<file path="src/rtl/mole_scheduler.sv">
// Whack-a-mole scheduler: picks a random hole and up-time from the PRNG word, then judges hits, wrong hits and timeouts.
// Latency: every output is registered, so a decision made in a cycle appears one clock later.
// Backpressure: none. Inputs are sampled every cycle, and the one-cycle pulses are never held or queued.
module mole_scheduler #(
    parameter int N_HOLES    = 9,
    parameter int MIN_UP     = 16,
    parameter int MIN_GAP    = 4,
    parameter int MAX_REROLL = 4
) (
    input  logic               clk_i,
    input  logic               rst_ni,
    input  logic [15:0]        random_i,
    input  logic               game_en_i,
    input  logic               tick_i,
    input  logic               hit_valid_i,
    input  logic [3:0]         hit_idx_i,
    output logic               mole_valid_o,
    output logic [3:0]         mole_idx_o,
    output logic [N_HOLES-1:0] mole_mask_o,
    output logic               hit_pulse_o,
    output logic               miss_pulse_o,
    output logic               wrong_pulse_o
);

    localparam int                 RW          = (MAX_REROLL > 1) ? $clog2(MAX_REROLL) : 1;
    localparam logic [4:0]         NH5         = 5'(N_HOLES);
    localparam logic [3:0]         LAST_HOLE   = 4'(N_HOLES - 1);
    localparam logic [RW-1:0]      LAST_REROLL = RW'(MAX_REROLL - 1);
    localparam logic [N_HOLES-1:0] ONE_HOT0    = {{(N_HOLES-1){1'b0}}, 1'b1};

    typedef enum logic [1:0] {S_IDLE, S_GAP, S_PICK, S_UP} state_e;

    state_e             state_q;
    logic [3:0]         last_idx_q;
    logic [7:0]         gap_cnt_q;
    logic [7:0]         up_cnt_q;
    logic [RW-1:0]      reroll_cnt_q;
    logic               mole_valid_q;
    logic [3:0]         mole_idx_q;
    logic [N_HOLES-1:0] mole_mask_q;
    logic               hit_pulse_q;
    logic               miss_pulse_q;
    logic               wrong_pulse_q;

    logic               cand_ok_d;
    logic [3:0]         fallback_d;
    logic [3:0]         pick_idx_d;
    logic               pick_take_d;
    logic [N_HOLES-1:0] mask_d;
    logic [7:0]         up_load_d;
    logic [7:0]         gap_load_d;
    logic               hit_match_d;

    // random[7:4] is not used by the game.
    logic unused_rand;
    assign unused_rand = ^random_i[7:4];

    // Candidate evaluation, fallback hole and timer reload values, all taken from this cycle's PRNG word.
    always_comb begin
        cand_ok_d   = ({1'b0, random_i[3:0]} < NH5) && (random_i[3:0] != last_idx_q);
        fallback_d  = (last_idx_q >= LAST_HOLE) ? 4'd0 : last_idx_q + 4'd1;
        pick_idx_d  = cand_ok_d ? random_i[3:0] : fallback_d;
        // The last permitted rejection is turned into an accept of the fallback hole.
        pick_take_d = cand_ok_d || (reroll_cnt_q == LAST_REROLL);
        mask_d      = ONE_HOT0 << pick_idx_d;
        up_load_d   = 8'(MIN_UP) + {2'b00, random_i[15:10]};
        gap_load_d  = 8'(MIN_GAP) + {6'd0, random_i[9:8]};
        hit_match_d = hit_valid_i && (hit_idx_i == mole_idx_q);
    end

    // Game FSM with registered outputs. Pulses default to 0 and are set for exactly one cycle.
    always_ff @(posedge clk_i or negedge rst_ni) begin
        if (!rst_ni) begin
            state_q       <= S_IDLE;
            last_idx_q    <= 4'hF;
            gap_cnt_q     <= 8'd0;
            up_cnt_q      <= 8'd0;
            reroll_cnt_q  <= '0;
            mole_valid_q  <= 1'b0;
            mole_idx_q    <= 4'd0;
            mole_mask_q   <= '0;
            hit_pulse_q   <= 1'b0;
            miss_pulse_q  <= 1'b0;
            wrong_pulse_q <= 1'b0;
        end else begin
            hit_pulse_q   <= 1'b0;
            miss_pulse_q  <= 1'b0;
            wrong_pulse_q <= 1'b0;
            if (!game_en_i) begin
                // Disabling drops any mole silently. last_idx survives, so the next game never repeats the hole.
                state_q      <= S_IDLE;
                gap_cnt_q    <= 8'd0;
                up_cnt_q     <= 8'd0;
                reroll_cnt_q <= '0;
                mole_valid_q <= 1'b0;
                mole_idx_q   <= 4'd0;
                mole_mask_q  <= '0;
            end else begin
                case (state_q)
                    S_IDLE: begin
                        gap_cnt_q <= 8'(MIN_GAP);
                        state_q   <= S_GAP;
                    end
                    S_GAP: begin
                        if (tick_i) begin
                            gap_cnt_q <= gap_cnt_q - 8'd1;
                            if (gap_cnt_q == 8'd1) begin
                                state_q <= S_PICK;
                            end
                        end
                    end
                    S_PICK: begin
                        if (pick_take_d) begin
                            mole_idx_q   <= pick_idx_d;
                            last_idx_q   <= pick_idx_d;
                            mole_valid_q <= 1'b1;
                            mole_mask_q  <= mask_d;
                            up_cnt_q     <= up_load_d;
                            reroll_cnt_q <= '0;
                            state_q      <= S_UP;
                        end else begin
                            reroll_cnt_q <= reroll_cnt_q + RW'(1);
                        end
                    end
                    S_UP: begin
                        // Priority: a matching hit beats the final tick, and a timeout beats a wrong hit.
                        if (hit_match_d || (tick_i && up_cnt_q == 8'd1)) begin
                            hit_pulse_q  <= hit_match_d;
                            miss_pulse_q <= !hit_match_d;
                            mole_valid_q <= 1'b0;
                            mole_idx_q   <= 4'd0;
                            mole_mask_q  <= '0;
                            up_cnt_q     <= 8'd0;
                            gap_cnt_q    <= gap_load_d;
                            state_q      <= S_GAP;
                        end else begin
                            wrong_pulse_q <= hit_valid_i;
                            if (tick_i) begin
                                up_cnt_q <= up_cnt_q - 8'd1;
                            end
                        end
                    end
                    default: state_q <= S_IDLE;
                endcase
            end
        end
    end

    assign mole_valid_o  = mole_valid_q;
    assign mole_idx_o    = mole_idx_q;
    assign mole_mask_o   = mole_mask_q;
    assign hit_pulse_o   = hit_pulse_q;
    assign miss_pulse_o  = miss_pulse_q;
    assign wrong_pulse_o = wrong_pulse_q;

endmodule
</file>
<file path="config.mk">
export PLATFORM = sky130hd
export DESIGN_NAME = mole_scheduler
export DESIGN_NICKNAME = d
export VERILOG_FILES = /design/src/rtl/mole_scheduler.sv
export SDC_FILE = /design/constraint.sdc
export NUM_CORES = 1
export LEC_CHECK = 0
export CAP_MARGIN = 10
export CORE_MARGIN = 10
export CORE_UTILIZATION = 48
export CTS_CLUSTER_DIAMETER = 60
export DETAILED_ROUTE_END_ITERATION = 8
export MAX_ROUTING_LAYER = met4
export PLACE_DENSITY = 0.76
export REMOVE_ABC_BUFFERS = 1
export SLEW_MARGIN = 0
export SYNTH_ARGS = -nofsm -noshare
export SYNTH_HDL_FRONTEND = slang
export SYNTH_SLANG_ARGS = --single-unit
</file>
<file path="constraint.sdc">
create_clock -name clk_i -period 2 [get_ports clk_i]
set_clock_uncertainty 0.2 [all_clocks]
set_input_delay 0.4 -clock clk_i [delete_from_list [all_inputs] [get_ports clk_i]]
set_output_delay 0.4 -clock clk_i [all_outputs]
set_load 0.02 [all_outputs]
</file>
# ---- Word-level counts from Yosys, hierarchy flattened
# Cells that the tools add are included.
dict set report word_totals {
  elab_cells 89
  in_bits 25
  ff_bits 41
}
dict set report classes {
  eq_ne 16
  addsub 6
  magnitude_cmp 2
  shifts 1
  n_reduce_logical 12
  mux 41
}
# operator count
set ops {}
lappend ops {{8-bit 2-to-1 mux} 7}
lappend ops {{9-bit 2-to-1 mux} 3}
lappend ops {{8-bit one-hot mux with 3 select lines} 1}
lappend ops {{4-bit 2-to-1 mux} 5}
lappend ops {{9-bit one-hot mux with 2 select lines} 1}
lappend ops {{8-bit by 1-bit equality test with 1-bit output, second input constant} 2}
lappend ops {{2-bit 2-to-1 mux} 8}
lappend ops {{8-bit one-hot mux with 2 select lines} 1}
lappend ops {{8-bit by 1-bit subtractor with 8-bit output, second input constant} 2}
lappend ops {{1-bit 2-to-1 mux} 12}
lappend ops {{3-bit != test, second input constant} 4}
lappend ops {{3-bit AND reduction} 4}
lappend ops {{1-bit by 4-bit left shift with 9-bit output, first input constant} 1}
lappend ops {{2-bit one-hot mux with 4 select lines} 1}
lappend ops {{4-bit one-hot mux with 2 select lines} 1}
lappend ops {{5-bit by 6-bit adder with 7-bit output, first input constant} 1}
lappend ops {{2-bit equality test, second input constant} 3}
lappend ops {{3-bit by 2-bit adder with 4-bit output, first input constant} 1}
lappend ops {{4-bit by 1-bit adder with 4-bit output, second input constant} 1}
lappend ops {{4-bit equality test} 1}
lappend ops {{4-bit >= comparator, second input constant} 1}
lappend ops {{4-bit < comparator, second input constant} 1}
lappend ops {{4-bit by 1-bit != test with 1-bit output, second input constant} 1}
lappend ops {{4-bit != test} 1}
lappend ops {{other kinds (11)} 14}

# ---- Depth between registers and ports, before layout
# Gate-level depths: netlist of the first run.
dict set report depth {
  ltp_word 7
  ltp_mapped 9
  ltp_nobuf 8
}

# ---- Least setup slack after synthesis of the first run
# No wires, ideal clock.
dict set report synth_path {
  path_kind {in2reg}
  from {input port random_i[1]}
  to {register mole_mask_q[0], in the netlist mole_mask_o[0]}
  path_buffers 1
  arrival_time_ps 1815
  cell_stages 7
  setup_ps 122
  slack_ps -136
  cell_sequence {buf_2 > xor2_1 > o41ai_4 > nor2b_1 > o21ai_0 > and3_1 > a32o_1}
}
dict set report synth_via {
  elab_chain_cells 7
}
# element line
set synth_rtl {}
lappend synth_rtl {{start: declaration} 12} ;# input logic [15:0] random_i,
lappend synth_rtl {{4-bit < comparator or 4-bit != test (tied branches)} 60} ;# cand_ok_d = ({1'b0, random_i[3:0]} < NH5) && (random_i[3:0] != last_idx_q);
lappend synth_rtl {{1-bit logical AND} 60}
lappend synth_rtl {{4-bit 2-to-1 mux} 62} ;# pick_idx_d = cand_ok_d ? random_i[3:0] : fallback_d;
lappend synth_rtl {{1-bit by 4-bit left shift with 9-bit output} 65} ;# mask_d = ONE_HOT0 << pick_idx_d;
lappend synth_rtl {{9-bit 2-to-1 mux} 113} ;# if (pick_take_d) begin
lappend synth_rtl {{9-bit one-hot mux with 2 select lines} 99} ;# case (state_q)
lappend synth_rtl {{9-bit 2-to-1 mux} 89} ;# if (!game_en_i) begin
lappend synth_rtl {{end signal: assignment} 117} ;# mole_mask_q <= mask_d;
lappend synth_rtl {{end: declaration} 40} ;# logic [N_HOLES-1:0] mole_mask_q;
# Several ways; a longest one is shown, not always the timed one. The select of a mux whose other input is x is not followed.
# A chain may end at the register's enable or synchronous reset.

# ---- Worst setup path after layout of the first run
dict set report layout_path {
  from {register up_cnt_q[2]}
  to {register mole_mask_q[4], in the netlist mole_mask_o[4]}
}
dict set report layout_via {
  elab_chain_cells 5
}
# element line
set layout_rtl {}
lappend layout_rtl {{start: declaration} 36} ;# logic [7:0] up_cnt_q;
lappend layout_rtl {{start signal: assignment} 118} ;# up_cnt_q <= up_load_d;
lappend layout_rtl {{start signal: assignment} 139} ;# up_cnt_q <= up_cnt_q - 8'd1;
lappend layout_rtl {{8-bit by 1-bit equality test with 1-bit output} 127} ;# if (hit_match_d || (tick_i && up_cnt_q == 8'd1)) begin
lappend layout_rtl {{1-bit logical AND} 127}
lappend layout_rtl {{1-bit logical OR} 127}
lappend layout_rtl {{3-bit != test (no source line)} -}
lappend layout_rtl {{3-bit AND reduction (no source line)} -}
# No other way between the ends.

==> results of run 1 <==
==> worst max-delay path by stage <==
| stage | cells past startpoint | to | start | slack (ns) |
|---|---|---|---|---|
| 6_report | 8 | mole_mask_o[4]$_DFFE_PN0P_ | up_cnt_q[2]$_DFFE_PN0P_ | -0.39 |
| 5_1_grt | 8 | mole_mask_o[5]$_DFFE_PN0P_ | up_cnt_q[2]$_DFFE_PN0P_ | -0.42 |
| 4_1_cts | 6 | mole_mask_o[0]$_DFFE_PN0P_ | up_cnt_q[5]$_DFFE_PN0P_ | -0.26 |
| 3_5_place_dp | 7 | up_cnt_q[2]$_DFFE_PN0P_ | hit_idx_i[3] | -0.72 |
| 3_3_place_gp | 7 | up_cnt_q[2]$_DFFE_PN0P_ | hit_idx_i[3] | -0.67 |
| 2_1_floorplan | 6 | mole_mask_o[0]$_DFFE_PN0P_ | last_idx_q[2]$_DFFE_PN1P_ | -0.37 |
==> layer usage <==
layer | global-route usage | part of all wire | vias to the layer above
met5 | - | 0 | -
met4 | 0.104 | 0.053 | 0
met3 | 0.0428 | 0.072 | 49
met2 | 0.333 | 0.49 | 161
met1 | 0.246 | 0.39 | 1338
li1 | - | - | 1195
==> sequential cells by signal (all words and copies together) (netlist names) <==
signal	count
reroll_cnt_q	2
up_cnt_q	8
wrong_pulse_o	1
mole_valid_o	1
mole_idx_o	4
last_idx_q	4
gap_cnt_q	8
hit_pulse_o	1
mole_mask_o	9
miss_pulse_o	1
state_q	2
==> power breakdown <==
| group | internal, W | switching (W) | leakage (nW) | total (W) |
|---|---|---|---|---|
| combinational | 0.00145 | 0.00173 | 1.24 | 0.00319 |
| sequential | 0.00107 | 0.000202 | 0.539 | 0.00128 |
| clock | 0.000243 | 0.000319 | 0.0450 | 0.000561 |
| total | 0.00277 | 0.00226 | 1.82 | 0.00502 |
==> kinds of logic (layout without fill, tap and decap cells) <==
kind of cell,Yosys count,after routing,synth area share
buf+inv,32,143,0.0520
mux,3,3,0.0122
flops,41,41,0.420
fa+ha+maj,12,12,0.0611
simple gates,90,91,0.187
compound gates,82,82,0.236
xor+xnor,9,9,0.0321
==> final cells by class <==
class	count	area (µm²)
clock buffer	6	72.6
clock inverter	2	10.0
fill	247	827
inverter	22	82.6
multi-input combinational	197	1710
sequential	41	1030
tap	67	83.8
timing repair buffer	113	1030
==> worst min-delay path, delay by kind of cell, from the launching register on <==
kind               cells  cell delay, ns
AOI/OAI and AO/OA      2            0.12
DFF                    1            0.35
==> stage by stage <==
step	std cells	TNS [ns]	utilization	hold slack, ns	cell area [µm²]
3_3_place_gp	417	-19.25	0.676	0.213	3280
2_1_floorplan	259	-6.40	-	-0.0956	2410
3_5_place_dp	417	-20.62	0.676	0.210	3280
4_1_cts	444	-5.78	0.793	0.298	3850
5_1_grt	448	-10.98	0.829	0.324	4020
6_report	448	-9.37	0.829	0.307	4020
==> placed cells by master (no fill, tap or decap), types with 8 or more instances in the layout <==
cell type | Yosys | layout
dfrtp_1 | 37 | 37
clkdlybuf4s50_1 | 0 | 28
a21oi_2 | 1 | 8
inv_1 | 22 | 22
nor2_1 | 13 | 12
buf_4 | 0 | 61
o21ai_2 | 1 | 12
ha_1 | 12 | 12
buf_6 | 0 | 10
nand2_1 | 30 | 25
==> what timing repair did <==
item                                    4_1_cts  5_1_grt
cloned                                        3        0
endpoints found under the hold margin        18        0
endpoints found under the setup margin       39       40
pin swaps                                    31       17
buffers inserted                             16        5
hold buffers                                  1        0
gates resized for setup                      85       32
==> impl_metrics.json, run 1 <==
{
  "outcome": "finished with violations",
  "violations": "negative setup slack",
  "largest_net_degree_at_the_start_of_global_routing": 25,
  "final_critical_path_setup_slack_ns": -0.386,
  "numCtsBuffers": 5,
  "hold_path_end": "gap_cnt_q[5]$_DFFE_PN0P_",
  "grt_antenna_before_repair": 0,
  "worstReg2RegEnd": "mole_mask_o[4]$_DFFE_PN0P_",
  "die_x_um": 91.5,
  "drt_pass1_iterations": 4,
  "yosys_warnings": 0,
  "worstPathBufferInverterCount": 2,
  "finalWeightedCongestion": 0.936,
  "final_hpwl_dp_um": 4980,
  "crit_slowest_cell": "or4_4",
  "worst-endpoint-arrival_ns": 2.42,
  "setup_repair_after_global_routing_missed_its_margin": "true",
  "synth.most_common_cell": "dfrtp_1",
  "initial_utilization": 0.507,
  "hold_viol": 0,
  "io_buffers": 37,
  "synth_async_sr_flop_share": 1.00,
  "vias_per_cell": 6.12,
  "regToRegSetupSlack_ns": -0.39,
  "cts_root_buffer": "clkbuf_8",
  "number_of_global_route_vias_before_repair": 2782,
  "largest_delay_contributor_family_on_the_critical_path": "simple AND/OR/NAND/NOR gates",
  "r2r-start": "up_cnt_q[2]$_DFFE_PN0P_",
  "design.final.nets": 417,
  "cts.clk_slew.worst_paths_ns": 0.09,
  "yosys_most_used_dff": "dfrtp_1",
  "antenna_violating_nets_post_route": 0,
  "postSynthCellCount": 269,
  "cts_htree_levels": 2,
  "global_route.usage.total": 0.210,
  "die_height_um": 91.5,
  "yosysSeqAreaShare": 0.420,
  "ioPinCount": 42,
  "area_growth_from_synthesis_to_layout_pct": 63.7,
  "global_route_wire_length_before_repair_um": 14000,
  "ys_ff_latch": 41,
  "die_area_um2": 8380,
  "min_delay_path_depth": 2,
  "synth_largest_area_cell": "dfrtp_1",
  "timing.final.crit_share": 1.19,
  "detail_route.iter0.violations": 216,
  "share_of_post_route_cells_with_drive_strength_above_1": 0.409,
  "critPathMaxStageDelay_ns": 0.57,
  "end_kind": "flop",
  "synth_top_cells_by_count": "37 x dfrtp_1, 30 x nand2_1, 22 x inv_1",
  "route.final.wire_length_um": 9510,
  "place_ws_ns": -0.715,
  "leakage_power_figure_nw": 1.82,
  "cp_data_required_time_ns": 2.03,
  "synth_area_per_cell_um2": 9.13,
  "power-per-cell-area_nw_per_um2": 1250,
  "number_of_placement_rows": 25,
  "worstSetupPathType": "reg -> reg",
  "worstHoldPathType": "reg -> reg",
  "path_max_fanout": 4,
  "synth_top_area_share": 0.377,
  "grt_overflow": 0,
  "setup_viol_count_final": 38,
  "wl_per_cell_um": 21.2,
  "maxClockFrequency_ghz": 0.419,
  "min-delay-start": "gap_cnt_q[5]$_DFFE_PN0P_",
  "synth.lib_cells_used.distinct": 51,
  "cts_tree": "yes",
  "worst_case_vdd_ir_drop_mv": 0.808,
  "cell_by_cell_trace_of_the_critical_path": "or4_4, nor2_4, nand4_1, buf_6, a211oi_4, buf_4, nand2b_4, o21ai_2",
  "yosys-top-cells-area": "dfrtp_1 38%, ha_1 6.1%, nand2_1 4.6%",
  "synth-edff-count": 0,
  "timing.slew.headroom": 0.633,
  "post_synth_design_cell_area_um2": 2460,
  "worstMarginPinSlew_ns": 0.551,
  "via_count": 2743,
  "totalPowerFinal_w": 0.00502,
  "clockBufferDepth": 2,
  "clkLatencyLatePin_ns": 0.31,
  "drc": 0,
  "timing.critical_path.from_type": "flop",
  "n_antenna_cell": 0,
  "floorplan.core_area_um2": 4850,
  "cap_violations": 0,
  "number_of_clock_sinks": 41,
  "r2r_cells": 8,
  "number_of_pins_exceeding_their_max_slew_limit_in_the_final_report": 0,
  "period_minus_slack_ns": 2.39
}
(Power assumes the default switching activity.)
==> inputs of run 2 (changes only) <==
--- a/config.mk
+++ b/config.mk
@@ -6,7 +6,7 @@
 export NUM_CORES = 1
 export LEC_CHECK = 0
 export CAP_MARGIN = 10
-export CORE_MARGIN = 10
+export CORE_MARGIN = 1.5
 export CORE_UTILIZATION = 48
 export CTS_CLUSTER_DIAMETER = 60
 export DETAILED_ROUTE_END_ITERATION = 8
==> impl_metrics.json, run 2 (same netlist as run 1, synthesis figures left out) <==
{
  "number_of_placement_rows": 25,
  "wl_per_cell_um": 19.5,
  "final.hold.worst_slack_ns": 0.289,
  "setup_viol_count_final": 36,
  "number_of_global_route_vias_before_repair": 2544,
  "vias_per_cell": 6.04,
  "timing.slew.headroom": 0.661,
  "share_of_post_route_cells_with_drive_strength_above_1": 0.396,
  "clockBufferDepth": 2,
  "timing.critical_path.from_type": "input pin",
  "dp_cells": 422,
  "cp_data_required_time_ns": 1.99,
  "global_route.usage.total": 0.299,
  "grt_overflow": 0,
  "internal_power_w": 0.00291,
  "worstSetupPathType": "in -> reg",
  "seqPwrFrac": 0.251,
  "final_hpwl_dp_um": 4910,
  "p_comb_frac": 0.590,
  "cell_by_cell_trace_of_the_critical_path": "clkdlybuf4s50_1, buf_4, buf_4, nand2_1, nor2_2, and2_4, a21oi_4, buf_4, buf_4, a32o_1",
  "number_of_clock_sinks": 41,
  "outcome": "finished with violations",
  "antenna_violating_nets_post_route": 0,
  "r2r_cells": 8,
  "global_route_wire_length_before_repair_um": 12200,
  "power-per-cell-area_nw_per_um2": 1270,
  "mostFrequentLayoutCell": "buf_4",
  "die_height_um": 74.5,
  "final_critical_path_setup_slack_ns": -0.321,
  "switch_share": 0.423,
  "cap_violations": 0,
  "worst-endpoint-arrival_ns": 2.31,
  "r2r-start": "last_idx_q[0]$_DFFE_PN1P_",
  "critPathCapture": "state_q[0]$_DFFE_PN0P_",
  "setup_repair_after_global_routing_missed_its_margin": "true",
  "largest_net_degree_at_the_start_of_global_routing": 23,
  "violations": "negative setup slack",
  "cts.clk_slew.worst_paths_ns": 0.09,
  "worstReg2RegEnd": "state_q[0]$_DFFE_PN0P_",
  "path_max_fanout": 10,
  "leakage_power_figure_nw": 1.79,
  "period_minus_slack_ns": 2.32,
  "detail_route.iter0.violations": 283,
  "place_ws_ns": -0.758,
  "cts_root_buffer": "clkbuf_8",
  "setup-tns-final_ns": -7.80,
  "clock_power_share": 0.158,
  "largest_register_ffs": 9,
  "crit_slowest_cell": "clkdlybuf4s50_1",
  "ioPinCount": 42,
  "origin_of_the_worst_setup_path": "game_en_i",
  "grt_antenna_before_repair": 0,
  "timing.final.crit_share": 1.16,
  "worstHoldPathType": "reg -> reg",
  "finalWeightedCongestion": 0.922,
  "switchingPower_w": 0.00213,
  "n_antenna_cell": 0,
  "via_count": 2696,
  "hold_viol": 0,
  "io_buffers": 37,
  "floorplan.core_area_um2": 4820,
  "end_kind": "flop",
  "regToRegSetupSlack_ns": -0.31,
  "die_area_um2": 5550,
  "numCtsBuffers": 5,
  "final_cells": 446,
  "maxClockFrequency_ghz": 0.431,
  "final_cell_mix": "60 x buf_4, 37 x dfrtp_1, 25 x clkdlybuf4s50_1",
  "area_growth_from_synthesis_to_layout_pct": 61.1,
  "design.final.nets": 415,
  "drc": 0,
  "critPathMaxStageDelay_ns": 0.53,
  "worst_case_vdd_ir_drop_mv": 0.845,
  "totalPowerFinal_w": 0.00504,
  "number_of_pins_exceeding_their_max_slew_limit_in_the_final_report": 0,
  "cts_htree_levels": 2,
  "route.final.wire_length_um": 8700,
  "critPathMostFrequentCell": "buf_4",
  "cts_tree": "yes",
  "die_x_um": 74.5,
  "worstMarginPinSlew_ns": 0.509,
  "clkLatencyLatePin_ns": 0.30,
  "drt_pass1_iterations": 7,
  "initial_utilization": 0.510
}
run 2: final cells by class:
| cell class | instances | area (µm²) |
|---|---|---|
| inverters | 22 | 82.6 |
| well taps | 67 | 83.8 |
| clock buffers | 5 | 68.8 |
| clock inverters | 3 | 65.1 |
| fillers | 284 | 861 |
| flip-flops and latches | 41 | 1030 |
| repair buffers | 111 | 990 |
| multi-input cells | 197 | 1640 |
run 2: critical path, delay by kind of cell:
family                 cells  cell delay [ns]
and+or+nand+nor            3             0.49
buffers and inverters      5             1.11
AOI/OAI and AO/OA          2             0.31
run 2: through the flow:
stage / cell area, µm² / utilization
2_1_floorplan: 2410 / -
6_report: 3960 / 0.821
5_1_grt: 3960 / 0.821
4_1_cts: 3800 / 0.790
3_3_place_gp: 3330 / 0.691
3_5_place_dp: 3330 / 0.691
run 2: power by group through the flow:
stage	clock network [W]	registers [W]	logic, W
2_1_floorplan	0	0.00134	0.00112
3_3_place_gp	0	0.00123	0.00218
3_5_place_dp	0	0.00124	0.00224
4_1_cts	0.000802	0.00125	0.00261
5_1_grt	0.000825	0.00129	0.00316
6_report	0.000799	0.00127	0.00298
run 2: routing by layer:
metal / vias up / global-route usage / routed length, µm
met2: 151 / 0.476 / 4400
met1: 1329 / 0.395 / 3500
met3: 23 / 0.0434 / 554
met4: 0 / 0.0929 / 247
met5: - / - / 0
li1: 1193 / - / -
run 2: what timing repair did:
| action | in CTS | in global routing |
|---|---|---|
| buffers inserted | 11 | 6 |
| gates resized for setup | 75 | 34 |
| pin swaps | 33 | 13 |
| hold buffers | 1 | 0 |
| gates cloned | 1 | 0 |
| setup endpoints to repair | 38 | 42 |
| endpoints found under the hold margin | 16 | 0 |
run 2: worst min-delay path by stage:
| stage | start | endpoint | cells after the start |
|---|---|---|---|
| after global placement | rst_ni | up_cnt_q[0]$_DFFE_PN0P_ | 1 |
| after CTS | mole_mask_o[2]$_DFFE_PN0P_ | mole_mask_o[2]$_DFFE_PN0P_ | 2 |
| after floorplan | rst_ni | gap_cnt_q[0]$_DFFE_PN0P_ | 0 |
| after global routing | mole_mask_o[5]$_DFFE_PN0P_ | mole_mask_o[5]$_DFFE_PN0P_ | 2 |
| after detailed placement | rst_ni | mole_mask_o[8]$_DFFE_PN0P_ | 1 |
| final | mole_mask_o[2]$_DFFE_PN0P_ | mole_mask_o[2]$_DFFE_PN0P_ | 2 |
